**src/rtl/usb_ep_in_streamer_pkg.sv**
```systemverilog
// Shared endpoint definitions for the banked USB IN endpoint.
//   - IN status view bit positions (ctrl_rd_data when ctrl_dir_in = 1)
//   - Command word bit positions (ctrl_wr_data)
//   - Handshake codes reported by the endpoint
//   - cmd_word(): assembles a command word with the byte count in [14:8]
package usb_ep_in_streamer_pkg;

   // IN status view
   localparam int ST_BUSY   = 0;   // both banks occupied
   localparam int ST_EMPTY  = 1;
   localparam int ST_STALL  = 3;
   localparam int ST_TOGGLE = 4;
   localparam int ST_BANK   = 5;

   // Command word
   localparam int CMD_COMMIT = 0;
   localparam int CMD_STALL  = 3;
   localparam int CMD_SET_T1 = 4;
   localparam int CMD_SET_T0 = 5;

   typedef enum logic [1:0] {
      HS_ACK   = 2'b00,
      HS_NAK   = 2'b01,
      HS_STALL = 2'b10,
      HS_NONE  = 2'b11
   } ep_hs_e;

   // Byte count sits in [14:8]; bit 15 is reserved and kept low.
   function automatic logic [15:0] cmd_word(input logic       commit,
                                            input logic       stall,
                                            input logic       set_t1,
                                            input logic       set_t0,
                                            input logic [6:0] cnt);
      logic [15:0] w;
      w             = '0;
      w[14:8]       = cnt;
      w[CMD_COMMIT] = commit;
      w[CMD_STALL]  = stall;
      w[CMD_SET_T1] = set_t1;
      w[CMD_SET_T0] = set_t0;
      return w;
   endfunction

endpackage

```
**src/rtl/usb_ep_in_streamer.sv**
```systemverilog
// usb_ep_in_streamer
// Packetizes a fabric byte stream into the IN endpoint packet buffer and
// commits each packet through the endpoint control port.
//
// Parameters
//   MAX_PKT        packet size limit in bytes (1..64)
//   FLUSH_TIMEOUT  idle cycles after the last accepted byte before a short
//                  packet is committed (>= 1)
//   ZLP_EN         append a zero-length packet after a transfer whose final
//                  packet is exactly MAX_PKT bytes
//
// Ports
//   clk, rst       clock, synchronous active-high reset
//   en             permits starting new packets
//   s_data/s_valid/s_last/s_ready   byte stream in
//   buf_addr/buf_data/buf_we        packet buffer write port (current bank)
//   ctrl_dir_in    tied 1, selects the IN status view
//   ctrl_rd_data   endpoint status
//   ctrl_wr_data/ctrl_wr_en         endpoint command write
//   pkt_sent       one-cycle pulse per commit
//   busy           high whenever not idle
module usb_ep_in_streamer
   import usb_ep_in_streamer_pkg::*;
#(
   parameter int MAX_PKT       = 64,
   parameter int FLUSH_TIMEOUT = 255,
   parameter bit ZLP_EN        = 1'b1
) (
   input  logic        clk,
   input  logic        rst,
   input  logic        en,
   input  logic [7:0]  s_data,
   input  logic        s_valid,
   input  logic        s_last,
   output logic        s_ready,
   output logic [6:0]  buf_addr,
   output logic [7:0]  buf_data,
   output logic        buf_we,
   output logic        ctrl_dir_in,
   input  logic [15:0] ctrl_rd_data,
   output logic [15:0] ctrl_wr_data,
   output logic [1:0]  ctrl_wr_en,
   output logic        pkt_sent,
   output logic        busy
);

   localparam int                TMR_W   = $clog2(FLUSH_TIMEOUT + 1);
   localparam logic [6:0]        MAX_CNT = 7'(MAX_PKT);
   localparam logic [TMR_W-1:0]  TMO     = TMR_W'(FLUSH_TIMEOUT);

   localparam logic [1:0] S_IDLE   = 2'd0;
   localparam logic [1:0] S_FILL   = 2'd1;
   localparam logic [1:0] S_COMMIT = 2'd2;

   function automatic logic [TMR_W-1:0] tmr_sat_inc(input logic [TMR_W-1:0] v);
      return (v == {TMR_W{1'b1}}) ? v : v + TMR_W'(1);
   endfunction

   logic [1:0]       state_q, state_d;
   logic [6:0]       cnt_q,   cnt_d;
   logic [TMR_W-1:0] tmr_q,   tmr_d;
   logic             zlp_q,   zlp_d;

   logic accept;
   logic start_ok;

   // Only the busy and stall bits steer this block; the rest of the status
   // view is intentionally ignored.
   logic unused_status;
   assign unused_status = ^{ctrl_rd_data[15:ST_BANK+1], ctrl_rd_data[ST_BANK],
                            ctrl_rd_data[ST_TOGGLE], ctrl_rd_data[2],
                            ctrl_rd_data[ST_EMPTY]};

   always_comb begin
      state_d      = state_q;
      cnt_d        = cnt_q;
      tmr_d        = tmr_q;
      zlp_d        = zlp_q;
      s_ready      = 1'b0;
      buf_we       = 1'b0;
      ctrl_wr_en   = 2'b00;
      ctrl_wr_data = 16'h0000;
      pkt_sent     = 1'b0;
      accept       = 1'b0;
      start_ok     = en && !ctrl_rd_data[ST_STALL] && !ctrl_rd_data[ST_BUSY];

      case (state_q)
         S_IDLE: begin
            // A pending zero-length packet goes out before any new data.
            if (start_ok && zlp_q) begin
               state_d = S_COMMIT;
            end else if (start_ok && s_valid) begin
               state_d = S_FILL;
            end
         end

         S_FILL: begin
            s_ready = (cnt_q < MAX_CNT);
            accept  = s_valid && s_ready;
            buf_we  = accept;
            if (accept) begin
               cnt_d = cnt_q + 7'd1;
               tmr_d = '0;
               if (s_last || (cnt_d == MAX_CNT)) begin
                  state_d = S_COMMIT;
               end
               if (ZLP_EN && s_last && (cnt_d == MAX_CNT)) begin
                  zlp_d = 1'b1;
               end
            end else if (cnt_q != 7'd0) begin
               // Flush a short packet once the stream has gone quiet long
               // enough; an empty fill waits indefinitely.
               tmr_d = tmr_sat_inc(tmr_q);
               if (tmr_d == TMO) begin
                  state_d = S_COMMIT;
               end
            end
         end

         S_COMMIT: begin
            ctrl_wr_en   = 2'b11;
            ctrl_wr_data = cmd_word(1'b1, 1'b0, 1'b0, 1'b0, cnt_q);
            pkt_sent     = 1'b1;
            cnt_d        = '0;
            tmr_d        = '0;
            // Only the zero-length commit carries a count of zero; the full
            // packet that armed it still has cnt == MAX_PKT here.
            if (cnt_q == 7'd0) begin
               zlp_d = 1'b0;
            end
            state_d = S_IDLE;
         end

         default: begin
            state_d = S_IDLE;
         end
      endcase
   end

   always_ff @(posedge clk) begin
      if (rst) begin
         state_q <= S_IDLE;
         cnt_q   <= '0;
         tmr_q   <= '0;
         zlp_q   <= 1'b0;
      end else begin
         state_q <= state_d;
         cnt_q   <= cnt_d;
         tmr_q   <= tmr_d;
         zlp_q   <= zlp_d;
      end
   end

   assign buf_addr    = cnt_q;
   assign buf_data    = s_data;
   assign ctrl_dir_in = 1'b1;
   assign busy        = (state_q != S_IDLE);

endmodule

```
**config.mk**
```make
export PLATFORM = sky130hd
export DESIGN_NAME = usb_ep_in_streamer
export DESIGN_NICKNAME = d
export VERILOG_FILES = /design/src/rtl/usb_ep_in_streamer_pkg.sv /design/src/rtl/usb_ep_in_streamer.sv
export SDC_FILE = /design/constraint.sdc
export NUM_CORES = 1
export LEC_CHECK = 0
export CAP_MARGIN = 20
export CORE_ASPECT_RATIO = 0.9
export CORE_MARGIN = 4
export CORE_UTILIZATION = 41
export DETAILED_ROUTE_END_ITERATION = 10
export PLACE_DENSITY = 0.79
export SYNTH_ARGS = -nofsm -noshare
export SYNTH_HDL_FRONTEND = slang
export SYNTH_SLANG_ARGS = --single-unit
```
**constraint.sdc**
```tcl
create_clock -name clk -period 2.4 [get_ports clk]
set_clock_uncertainty 0.05 [all_clocks]
set_input_delay 0.6 -clock clk [delete_from_list [all_inputs] [get_ports clk]]
set_output_delay 0.6 -clock clk [all_outputs]
set_load 0.01 [all_outputs]
```
**Yosys cells after proc, flatten, opt, wreduce, memory -nomap -nowiden**

Index checks and enable logic that the tools add are counted.

- Input port bits: 29
- Logic and storage cells: 59
- Flip-flop bits (word level): 18

- Equality and inequality tests: 12
- Add/subtract/negate cells: 2
- Order comparisons: 1
- Multiplexer cells: 22
- Reduce and logical (&&, ||, !) cells: 18

Operators by type and width:

| kind | count |
|---|---|
| $mux W8 | 3 |
| $eq A8 B8 Y1 const B | 2 |
| $pmux W8 S2 | 1 |
| $mux W15 | 1 |
| $mux W2 | 7 |
| $pmux W7 S2 | 1 |
| $ne A3 B3 Y1 const B | 4 |
| $add A8 B1 Y8 const B | 1 |
| $reduce_and A4 Y1 | 2 |
| $add A7 B1 Y7 const B | 1 |
| $eq A7 B7 Y1 const B | 1 |
| $logic_not A7 Y1 | 1 |
| $lt A7 B7 Y1 const B | 1 |
| $mux W7 | 1 |
| $reduce_bool A7 Y1 | 1 |
| $logic_and A1 B1 Y1 | 6 |
| $mux W1 | 6 |
| $ne A2 B2 Y1 const B | 3 |
| $pmux W2 S2 | 1 |
| $reduce_and A2 Y1 | 2 |
| $reduce_bool A2 Y1 | 2 |
| $eq A2 B1 Y1 const B | 1 |
| $eq A2 B2 Y1 const B | 1 |
| $logic_not A1 Y1 | 2 |
| other kinds (3) | 3 |

**Depth between registers and ports, before layout**

- Depth after elaboration: 7
- Gate-level depth with buffers: 8
- Gate-level depth less buffers: 7

**Worst setup path before layout**

No wires, ideal clock.

- Kind: reg2out
- Start point: register state_q[1]
- End point: output port ctrl_wr_data[11]
- Path slack: 486 ps
- Stages on the path, launching flop included: 4
- Path buffers: 1
- Data arrival time: 1264 ps
- Data required time: 1750 ps
- Path through: dfxtp_1 > nor2b_1 > clkbuf_1 > and2_1

- Longest elaborated chain between the ends: 2

RTL lines:

| what | line | text |
|---|---|---|
| start: declaration | usb_ep_in_streamer.sv:59 | `logic [1:0] state_q, state_d;` |
| start signal: assignment | usb_ep_in_streamer.sv:147 | `state_q <= state_d;` |
| $eq A2 B2 Y1 | usb_ep_in_streamer.sv:87 | `case (state_q)` |
| $mux W15 | usb_ep_in_streamer.sv:87 |  |
| end: declaration | usb_ep_in_streamer.sv:41 | `output logic [15:0] ctrl_wr_data,` |

Every way passes these cells.

**Worst setup path in the final report**

- Start point: input port s_valid
- End point: output port buf_we

- Longest elaborated chain between the ends: 2

RTL lines:

| what | line | text |
|---|---|---|
| start: declaration | usb_ep_in_streamer.sv:33 | `input logic s_valid,` |
| $logic_and A1 B1 Y1 | usb_ep_in_streamer.sv:99 | `accept = s_valid && s_ready;` |
| $mux W1 | usb_ep_in_streamer.sv:87 |  |
| end: declaration | usb_ep_in_streamer.sv:38 | `output logic buf_we,` |

Every way passes these cells.

==> run metrics <==
maximum number of pins on one net before global-route repair=19; # DRC=0; overall die height=63.7 um; #FFs+latches synth=18; first-pass GRT wire length=5450 um; Top delay family on crit path=buffers and inverters; R2R setup slack=between 0.3 and 0.4 ns; Final GP Congestion=0.894; initial core utilization=0.444; startpoint type of the worst setup path=input port; Iteration-0 DRC Markers=94; critical path capture point type=primary output; gr usage total=0.148; run status=completed; Post-Syn Area=1420 um^2; Die X=69.9 um; synth warn=0; Final Util=0.529; Seq/Total Area, Yosys=0.255; Core ar.=3190 um^2; main area contributors after synthesis=dfxtp_1, buf_4, and2_1, a21oi_1, o21ai_0; Fin. Hold Viols=0; ANT nets after route=0; Setup Fix Bufs, Post-CTS=0; CTS H-tree depth=1; Max Freq=around 0.43 GHz; initial antenna violation count=0; DR vias/cell=5.42; reg2reg start=buf_addr[0]; CTS max path bufs=2; Async S/R FF share, synth=0; Diodes inserted=0; RSZ-0062 raised after global routing=no; Hold Startpoint=zlp_q; Wirelength per Cell=13.2 um; Hold Path Class=reg2reg; pwr dens=377 nW/um^2; Post-Route WL=between 3000 and 4000 um; CTS clk-pin slew, worst paths=0.07 ns; DRT Pass-1 Iters=4; vias in the first global route=~1200; # IOs=67; Finished Layout Cells=244; clock latency on the worst-skew pair=~0.26 ns; Critical Path Start=s_valid; final period utilization=0.967; critical-path cell list=clkdlybuf4s50_1 -> nand2b_1 -> or2_4 -> inv_2 -> clkdlybuf4s15_1; clk root buf=clkbuf_8; Slowest-stage cell, CP=clkdlybuf4s50_1; global route total overflow=0; final setup vio count=0; layout cell share with drive strength beyond 1=0.114; count of different cell masters after synthesis=50; crit path max fanout=2; dpl hpwl=between 2000 and 2500 um; Final #Nets=~240; cell type with the largest total area after synthesis=dfxtp_1; via count=1322; Cells after DPL=240; Max-cap violations=0; CTS buffer count=3; post-route minimum period=2.32 ns; Die ar.=4460 um^2; Crit Path Class=in2out; layout filler cell count=about 310; Site Rows=19; critical path required time=1.75 ns; top cell type's share of synthesized area=0.255; Mapped Cells=185; slowest stage delay, CP=0.47 ns; Max Slew Vio Count=0; TritonCTS sink count=18; predominant post-synthesis flop cell=dfxtp_1; number of synthesized flops with an enable pin=0; P&R area growth vs syn=19.1%; Overall Power=about 640 uW; Worst Path Buf+Inv=3; worst vdd ir=0.235 mV; clock tree from TritonCTS=yes; Leak=around 0.0006 uW; Mean Syn Cell Area=7.65 um^2; data arrival time of the critical path=1.67 ns; Port Buffer Count=27
==> cell usage after synthesis (2+ instances only) <==
| cell type | number |
|---|---|
| nor3_1 | 9 |
| nand4b_1 | 2 |
| a211oi_1 | 2 |
| and3_1 | 3 |
| a31oi_1 | 5 |
| xor2_1 | 2 |
| nand4_1 | 3 |
| conb_1 | 2 |
| nand2_1 | 15 |
| nor2_1 | 12 |
| nor2b_1 | 2 |
| clkbuf_1 | 2 |
| ha_1 | 3 |
| buf_2 | 2 |
| o21ai_0 | 12 |
| buf_4 | 21 |
| buf_6 | 3 |
| o211ai_1 | 2 |
| nand3b_1 | 3 |
| or4_1 | 2 |
| xnor2_1 | 2 |
| a21oi_1 | 12 |
| and2_1 | 11 |
| inv_1 | 5 |
| dfxtp_1 | 18 |
| nand3_1 | 4 |
| nand2b_1 | 3 |
==> cell families after synthesis <==
group | Yosys count | synth area share
buf+inv | 35 | 0.166
flops | 18 | 0.255
compound gates | 42 | 0.187
fa+ha+maj | 3 | 0.0265
other cells | 2 | 0.00531
mux | 2 | 0.0150
simple gates | 79 | 0.320
xor+xnor | 4 | 0.0248
==> cells in the final DEF, fill, tap and decap left out, types with 2 or more instances in the layout <==
master           instances
nand2b_1                 3
nand4b_1                 2
nor2_1                  12
or4_1                    2
and2_1                  11
buf_4                    7
xnor2_1                  2
inv_1                    5
a211oi_1                 2
nand4_1                  3
clkbuf_8                 4
nor3_1                   9
nand3b_1                 3
nand3_1                  4
nand2_1                 15
o211ai_1                 2
a31oi_1                  5
ha_1                     3
xor2_1                   2
conb_1                   9
dfxtp_1                 17
o21ai_0                 12
clkdlybuf4s50_1         26
a21oi_1                 12
and3_1                   3
==> power breakdown <==
| part | leakage, uW | switching [uW] | internal, uW | total, uW |
|---|---|---|---|---|
| clock network | 0.0000288 | 105 | 146 | 251 |
| logic | 0.000425 | 38.9 | 38.6 | 77.5 |
| registers | 0.000146 | 5.26 | 301 | 307 |
==> layout make-up <==
cell class | instances | area (um^2) | area share
Tap cell | 42 | 52.6 | 0.0312
Inverter | 6 | 22.5 | 0.0134
Clock buffer | 4 | 55.1 | 0.0327
Multi-Input combinational cell | 139 | 851 | 0.505
Sequential cell | 18 | 362 | 0.215
Timing Repair Buffer | 35 | 343 | 0.203
==> final timing paths <==
kind              endpoint  cells after the start
setup / recovery    buf_we                      5
hold / removal       zlp_q                      2
setup reg to reg  tmr_q[4]                      8
hold reg to reg      zlp_q                      2
==> sequential cells by signal (all words and copies together) (netlist names) <==
register / count
zlp_q: 1
tmr_q: 8
state_q: 2
buf_addr: 7
==> through the flow <==
step	instance area (um^2)	setup WS [ns]	setup TNS (ns)	hold slack (ns)
global route	1690	0.0146	0	0.478
floorplan	1440	0.486	0	0.400
global placement	1620	-0.230	-0.230	0.418
detailed placement	1620	-0.235	-0.235	0.426
finish	1690	0.0791	0	0.440
CTS	1680	0.0280	0	0.436
==> worst min-delay path, stage by stage (launching register included) <==
cell,delay [ns]
dfxtp_1,0.33
nand2_1,0.06
a21oi_1,0.05
==> metal layers <==
layer / vias to the layer above / global-route usage / wire, um
met5: - / 0 / 0
met4: 0 / 0.0550 / 42
met3: 7 / 0.0392 / 195
met2: 37 / 0.218 / 1430
met1: 616 / 0.208 / 1550
li1: 662 / - / -
==> timing repair <==
| action | CTS | global route |
|---|---|---|
| hold buffers | 0 | 0 |
| endpoints found under the setup margin | 8 | 8 |
| gates resized for setup | 2 | 3 |
No activity file was read; power rests on OpenSTA's default activity.
